[config.mk]
export PLATFORM = sky130hd
export DESIGN_NAME = demux_tdm_ser_flat
export DESIGN_NICKNAME = d
export VERILOG_FILES = /design/src/rtl/demux_tdm_ser_if.sv /design/src/rtl/demux_tdm_ser.sv /design/src/flat_wrapper.sv
export SDC_FILE = /design/constraint.sdc
export NUM_CORES = 1
export LEC_CHECK = 0
export BUFFER_PORTS_ARGS = -buffer_cell sky130_fd_sc_hd__buf_4
export CAP_MARGIN = 0
export CORE_MARGIN = 2
export CORE_UTILIZATION = 59
export DETAILED_ROUTE_END_ITERATION = 7
export PLACE_DENSITY = 0.86
export SYNTH_ARGS = -nofsm -noshare
export SYNTH_HDL_FRONTEND = slang
export SYNTH_SLANG_ARGS = --single-unit
[constraint.sdc]
create_clock -name clk -period 3.9 [get_ports clk]
set_input_delay 0.78 -clock clk [delete_from_list [all_inputs] [get_ports clk]]
set_output_delay 0.78 -clock clk [all_outputs]
set_load 0.02 [all_outputs]
[src/rtl/demux_tdm_ser_if.sv]
// Serial link bundle for the 4-channel TDM receive demux.
// master drives start_ul/en_ul/inf_ul; slave returns channel words and status.
interface demux_tdm_ser_if #(
  parameter int W = 4
);
  logic           start_ul;
  logic           en_ul;
  logic           inf_ul;
  logic [4*W-1:0] inf_izl;
  logic [1:0]     adr_izl;
  logic           busy;
  logic           frame_rdy;
  logic           par_err;

  modport master (
    output start_ul, en_ul, inf_ul,
    input  inf_izl, adr_izl, busy, frame_rdy, par_err
  );

  modport slave (
    input  start_ul, en_ul, inf_ul,
    output inf_izl, adr_izl, busy, frame_rdy, par_err
  );
endinterface

[src/rtl/demux_tdm_ser.sv]
// 4-channel TDM serial receive demux: frames bits after a start strobe and
// steers each bit to channel adr_izl, LSB first, committing to inf_izl.
// Ports: clk, rst (sync, active-high), bus (demux_tdm_ser_if.slave):
//   start_ul/en_ul/inf_ul in; inf_izl, adr_izl, busy, frame_rdy, par_err out.
// Option: define PARITY_EN for a trailing even-parity bit and PAR state.
module demux_tdm_ser #(
  parameter int W = 4
) (
  input logic             clk,
  input logic             rst,
  demux_tdm_ser_if.slave  bus
);
  localparam int N  = 4 * W;
  localparam int CW = (W > 1) ? $clog2(W) : 1;
  localparam int IW = $clog2(N);

  typedef enum logic [1:0] {
    IDLE = 2'd0,
    RECV = 2'd1,
    PAR  = 2'd2
  } state_t;

  state_t         state_q;
  logic [N-1:0]   shadow_q;
  logic [N-1:0]   shadow_d;
  logic [N-1:0]   inf_q;
  logic [CW-1:0]  bit_q;
  logic [1:0]     adr_q;
  logic           busy_q;
  logic           rdy_q;
  logic [IW-1:0]  idx;
  logic           last_bit;

  assign idx = IW'(adr_q) * IW'(W) + IW'(bit_q);
  assign last_bit = (adr_q == 2'd3) && (bit_q == CW'(W - 1));

  always_comb begin
    shadow_d      = shadow_q;
    shadow_d[idx] = bus.inf_ul;
  end

`ifdef PARITY_EN
  logic perr_q;
  logic par_ok;

  // Even parity: data XOR parity bit must be zero.
  assign par_ok = ~(^shadow_q ^ bus.inf_ul);
  assign bus.par_err = perr_q;
`else
  assign bus.par_err = 1'b0;
`endif

  always_ff @(posedge clk) begin
    if (rst) begin
      state_q  <= IDLE;
      shadow_q <= '0;
      inf_q    <= '0;
      bit_q    <= '0;
      adr_q    <= '0;
      busy_q   <= 1'b0;
      rdy_q    <= 1'b0;
`ifdef PARITY_EN
      perr_q   <= 1'b0;
`endif
    end else begin
      rdy_q  <= 1'b0;
`ifdef PARITY_EN
      perr_q <= 1'b0;
`endif
      unique case (state_q)
        IDLE: begin
          if (bus.start_ul) begin
            state_q  <= RECV;
            busy_q   <= 1'b1;
            bit_q    <= '0;
            adr_q    <= '0;
            shadow_q <= '0;
          end
        end
        RECV: begin
          if (bus.start_ul) begin
            // Abort: restart the frame, keep inf_izl.
            bit_q    <= '0;
            adr_q    <= '0;
            shadow_q <= '0;
          end else if (bus.en_ul) begin
            shadow_q <= shadow_d;
            if (last_bit) begin
              bit_q <= '0;
`ifdef PARITY_EN
              state_q <= PAR;
`else
              state_q <= IDLE;
              inf_q   <= shadow_d;
              rdy_q   <= 1'b1;
              busy_q  <= 1'b0;
              adr_q   <= '0;
`endif
            end else if (bit_q == CW'(W - 1)) begin
              bit_q <= '0;
              adr_q <= adr_q + 2'd1;
            end else begin
              bit_q <= bit_q + CW'(1);
            end
          end
        end
`ifdef PARITY_EN
        PAR: begin
          if (bus.start_ul) begin
            state_q  <= RECV;
            bit_q    <= '0;
            adr_q    <= '0;
            shadow_q <= '0;
          end else if (bus.en_ul) begin
            state_q <= IDLE;
            busy_q  <= 1'b0;
            adr_q   <= '0;
            if (par_ok) begin
              inf_q <= shadow_q;
              rdy_q <= 1'b1;
            end else begin
              perr_q <= 1'b1;
            end
          end
        end
`endif
        default: begin
          state_q <= IDLE;
          busy_q  <= 1'b0;
          adr_q   <= '0;
          bit_q   <= '0;
        end
      endcase
    end
  end

  assign bus.inf_izl   = inf_q;
  assign bus.adr_izl   = adr_q;
  assign bus.busy      = busy_q;
  assign bus.frame_rdy = rdy_q;
endmodule

[src/flat_wrapper.sv]
// flat-port wrapper written by rule: the top's interface ports become plain ports
module demux_tdm_ser_flat 
#(
  parameter int W = 4
)
  (clk, rst, bus_start_ul, bus_en_ul, bus_inf_ul, bus_inf_izl, bus_adr_izl, bus_busy, bus_frame_rdy, bus_par_err);
  demux_tdm_ser_if #(.W(W)) bus_i ();
  input logic clk;
  input logic rst;
  input wire logic [$bits(bus_i.start_ul)-1:0] bus_start_ul;
  input wire logic [$bits(bus_i.en_ul)-1:0] bus_en_ul;
  input wire logic [$bits(bus_i.inf_ul)-1:0] bus_inf_ul;
  output wire logic [$bits(bus_i.inf_izl)-1:0] bus_inf_izl;
  output wire logic [$bits(bus_i.adr_izl)-1:0] bus_adr_izl;
  output wire logic [$bits(bus_i.busy)-1:0] bus_busy;
  output wire logic [$bits(bus_i.frame_rdy)-1:0] bus_frame_rdy;
  output wire logic [$bits(bus_i.par_err)-1:0] bus_par_err;
  assign bus_i.start_ul = bus_start_ul;
  assign bus_i.en_ul = bus_en_ul;
  assign bus_i.inf_ul = bus_inf_ul;
  assign bus_inf_izl = bus_i.inf_izl;
  assign bus_adr_izl = bus_i.adr_izl;
  assign bus_busy = bus_i.busy;
  assign bus_frame_rdy = bus_i.frame_rdy;
  assign bus_par_err = bus_i.par_err;
  demux_tdm_ser #(.W(W)) u_core (.clk(clk), .rst(rst), .bus(bus_i));
endmodule
Word level (Yosys, flattened, before mapping)
Index checks and enable logic that the tools add are counted.
{"block": "classes", "reduce_logical": 10, "n_lt_le_gt_ge": 2, "n_eq_ne": 9, "n_mux": 29, "bitwise": 3, "addsub": 3}
{"op": "16-bit two-way mux", "n": 3}
{"op": "16-bit one-hot mux with 2 select lines", "n": 1}
{"op": "2-bit two-way mux", "n": 13}
{"op": "16-bit bitwise mux", "n": 1}
{"op": "2-bit one-hot mux with 2 select lines", "n": 3}
{"op": "4-bit AND reduction", "n": 2}
{"op": "1-bit two-way mux", "n": 6}
{"op": "2-bit inequality test (second input constant)", "n": 3}
{"op": "3-bit AND reduction", "n": 2}
{"op": "4-bit by 5-bit less-than comparator with 1-bit output (second input constant)", "n": 1}
{"op": "2-bit by 1-bit adder with 2-bit output (second input constant)", "n": 2}
{"op": "4-bit by 2-bit adder with 4-bit output", "n": 1}
{"op": "1-bit demux with 4-bit select", "n": 1}
{"op": "2-bit == test (second input constant)", "n": 2}
{"op": "4-bit by 1-bit greater-or-equal comparator with 1-bit output (second input constant)", "n": 1}
{"op": "4-bit by 2-bit inequality test with 1-bit output (second input constant)", "n": 1}
{"op": "4-bit OR reduction", "n": 1}
{"op": "3-bit inequality test (second input constant)", "n": 1}
{"op": "1-bit inverter", "n": 3}
{"op": "2-bit by 1-bit == test with 1-bit output (second input constant)", "n": 1}
{"op": "1-bit logical AND", "n": 2}
{"op": "2-bit logical NOT", "n": 1}
{"op": "2-bit by 1-bit inequality test with 1-bit output (second input constant)", "n": 1}
{"op": "1-bit one-hot mux with 2 select lines", "n": 1}
{"op": "2 further kinds", "n": 2}
{"block": "word_totals", "word_cells": 63, "ff_bits": 40}

Longest topological paths before layout
{"block": "logic_depth", "ltp_word": 9, "depth_mapped": 6}

Least setup slack after synthesis
No wires, ideal clock.
{"block": "synth_path", "kind": "input port to flip-flop", "from": "input bus_start_ul", "to": "register u_core.shadow_q[2]", "slack_ps": 2095, "arrival_time_ps": 1737, "stages": 6, "setup_time_ps": 68, "path_cell_list": "or2_1 -> buf_6 -> or2_1 -> buf_2 -> buf_6 -> o2bb2ai_2"}
{"block": "synth_between", "elab_chain_cells": 2, "word_cells_on_any_way": 5}
{"element": "from (decl)", "line_no": "flat_wrapper.sv:10", "source": "input wire logic [$bits(bus_i.start_ul)-1:0] bus_start_ul;"}
{"element": "3-bit inequality test (no line), or another cell as far along"}
{"element": "3-bit AND reduction (no line) or 16-bit one-hot mux with 2 select lines (tied branches)"}
{"element": "to (signal assigned)", "line_no": "demux_tdm_ser.sv:87", "source": "shadow_q <= shadow_d;"}
{"element": "to (decl)", "line_no": "demux_tdm_ser.sv:24", "source": "logic [N-1:0] shadow_q;"}
Several ways; a longest one is shown, not always the timed one.
A chain may end at the register's enable or synchronous reset.

Worst setup path after layout
{"block": "layout_path", "from": "input bus_start_ul", "to": "register u_core.shadow_q[0]"}
Same word-level chain as after synthesis.

==> results.md <==
* Layout cells sized above 1 at 26.0%
* Largest net degree at the start of global routing at 17
* Max Root-Sink Buffers at 2
* WP depth at 4
* Core Box Area at 2520 um^2
* Fill cell count at 196
* Setup Viol. Count Final at 0
* Critical path data arrival time at 2160 ps
* Non-Filler Instances at 199
* CTS Buf Count at 5
* # rows at 18
* Min-Delay Path Class: flop to flop
* Mapped Cells at 147
* Metal2 WL at 1.51 mm
* Max Fclk at 0.528 GHz
* Critical path class: primary input to flop
* Post-CTS setup buffers at 0
* Pint at 492 uW
* Met1 wire length at 1.49 mm
* # hold bufs at CTS at 0
* Switching Share at 22.9%
* Clock share of power at 35.8%
* DR WL/cell at 15.9 um
* Leak at 0.782 nW
* Chip Width at 56.1 um
* Sequential share of the synthesized area at 46.2%
* Most frequent cells in the layout: 37 x dfxtp_1, 24 x buf_4, 20 x o2bb2ai_1
* Gr ovfl total at 0
* Ys Warns at 0
* H-tree depth at 2
* Reg area at 741 um^2
* Number of synthesized flops with an enable pin at 0
* Seq cells post-synth at 37
* Die area at 3150 um^2
* DP Area at 1760 um^2
* IO Port Bufs at 24
* Met3 wire len at 117 um
* P_sw at 146 uW
* Setup TNS Final at 0 ps
* Root Driver: clkbuf_4
* Commonest non-fill, non-tap cell in the layout: dfxtp_1
* Io pins at 26
* Mapped Nets at 160
* Post-synthesis cell type count at 23
* Antenna viol nets, final at 0
* Clock sink count at 37
* Hold Fails Final Rpt at 0
* Synth Flop Type: dfxtp_1
* Hold depth at 1
* Initial antenna violation count at 0
* Final wirelength at 3.17 mm
* Crit path launch type: primary input
* Worst slew margin at 33.0%
* Setup Skew at 7.25 ps
* Die Y at 56.1 um
* CP Capture Type: flop
* Syn Area/Cell at 10.9 um^2
* DRC violations left at 0
* Final worst slack at 2010 ps
* TritonCTS clock tree: done
* First-pass GRT wire length at 5.25 mm
* Worst skew pair latency at 340 ps
* Design area at 1830 um^2
* Maximum vdd drop at 0.000318 V
* Max cap viols at 0
* Placed instance count at 191
* Top cells by area, synth: dfxtp_1 46%, o2bb2ai_1 11%, mux2i_1 10%
* Logic pwr share at 4.4%
* Vias in the first global route at 1120
* Synth area leader: dfxtp_1
* CTS-repair resized insts at 0
* CP top delay family: compound AO/OA/AOI/OAI gates
* Critical Path RT at 4170 ps
* Worst-Margin Slew at 1010 ps
* Sequential Power Share at 59.8%
* Tcrit/Tclk final at 48.5%
* Top sig layer: met4
* RSZ-0062 raised after global routing: false
* Slowest cell on the critical path: a21oi_2
* Nets at 181
* Mapped Area at 1600 um^2
* Post-synth ARST share at 0%
* CTS clk-pin slew, worst paths at 100 ps
* Power per Cell Area at 348 nW/um^2
* Area of the multi-input gates at 779 um^2
* Run status: finished, final reports clean
* Vias at 1148
* Ant. Diodes at 0
* Initial Util at 63.6%
* GP Congestion at 0.857
* Pins over their slew limit at 0
* Total Power at 638 uW
* GRT Total Usage at 21.9%
* Crit Path Max Fanout at 15
* CP Cell Sequence: buf_4 -> or2_1 -> a21oi_2 -> o2bb2ai_1
* Dpl ws at 1720 ps
* Vias per cell at 5.77
* DR iter-0 viols at 29
* Top cell type's share of synthesized area at 46.2%
* Area grow syn2layout at 14.1%
* CP max stage delay at 760 ps
* HPWL after detailed placement at 2.10 mm
* Final min period at 1890 ps
* TritonRoute pass-1 iters at 4
* Bufs and invs on worst path at 1
* Worst reg2reg path depth at 4
## worst paths after layout
path,startpoint,end,slack (ps)
setup / recovery,bus_start_ul,u_core.shadow_q[0],2010
hold / removal,u_core.bus.inf_izl[0],u_core.bus.inf_izl[0],480
setup reg to reg,u_core.bus.adr_izl[0],u_core.bus.inf_izl[6],2090
hold reg to reg,u_core.bus.inf_izl[0],u_core.bus.inf_izl[0],480
## final cells by class
cell class,instances,share of cell area (%)
Clock inverter,1,0.273
Timing Repair Buffer,24,9.84
Inverter,6,1.23
Clock buffer,7,3.55
Sequential cell,37,40.5
Multi-Input combinational cell,94,42.6
Tap cell,30,2.05
## cells by family (layout without fill, tap and decap cells)
group           Yosys count  count (layout)  synth area share, %
compound gates           37              37                 22.9
xor+xnor                  1               1                0.546
fa+ha+maj                 8               8                 6.24
buf+inv                  16              38                 5.23
flops                    37              37                 46.2
mux                      16              16                 9.98
other cells               1               1                0.234
simple gates             31              31                 8.66
## power by group through the flow
| stage | combinational [mW] | clock (mW) | sequential [mW] |
|---|---|---|---|
| floorplan | 0.0198 | 0 | 0.390 |
| CTS | 0.0279 | 0.231 | 0.381 |
| global route | 0.0302 | 0.245 | 0.381 |
| global placement | 0.0265 | 0 | 0.390 |
| detailed placement | 0.0277 | 0 | 0.390 |
| finish | 0.0281 | 0.228 | 0.381 |
## registers in the layout, indices dropped and copies added (netlist names)
| name | flops |
|---|---|
| u_core.bus.inf_izl | 16 |
| u_core.shadow_q | 15 |
| u_core.bit_q | 2 |
| u_core.bus.adr_izl | 2 |
| u_core.bus.frame_rdy | 1 |
| u_core.state_q | 1 |
## layer usage
metal	track usage, %	up-vias
li1	-	567
met1	26.4	552
met5	0	-
met3	6.28	5
met2	35.3	24
met4	11.2	0
## cells in the mapped netlist, types with 2 or more instances
library cell  number
inv_1              6
o2bb2ai_1         20
ha_1               8
nand2_1           18
dfxtp_1           37
buf_2              4
o2bb2ai_2         10
a21oi_2            2
clkbuf_1           3
a21oi_1            4
mux2i_1           16
or2_1              2
buf_6              2
nor2_1             3
nand3_1            4
## through the flow
step / utilization (%) / hold WS, ps
4_1_cts: 72.6 / 476
3_3_place_gp: 69.8 / 444
3_5_place_dp: 69.8 / 450
6_report: 72.6 / 475
2_1_floorplan: - / 432
5_1_grt: 72.6 / 488
No activity file was read; power rests on OpenSTA's default activity.
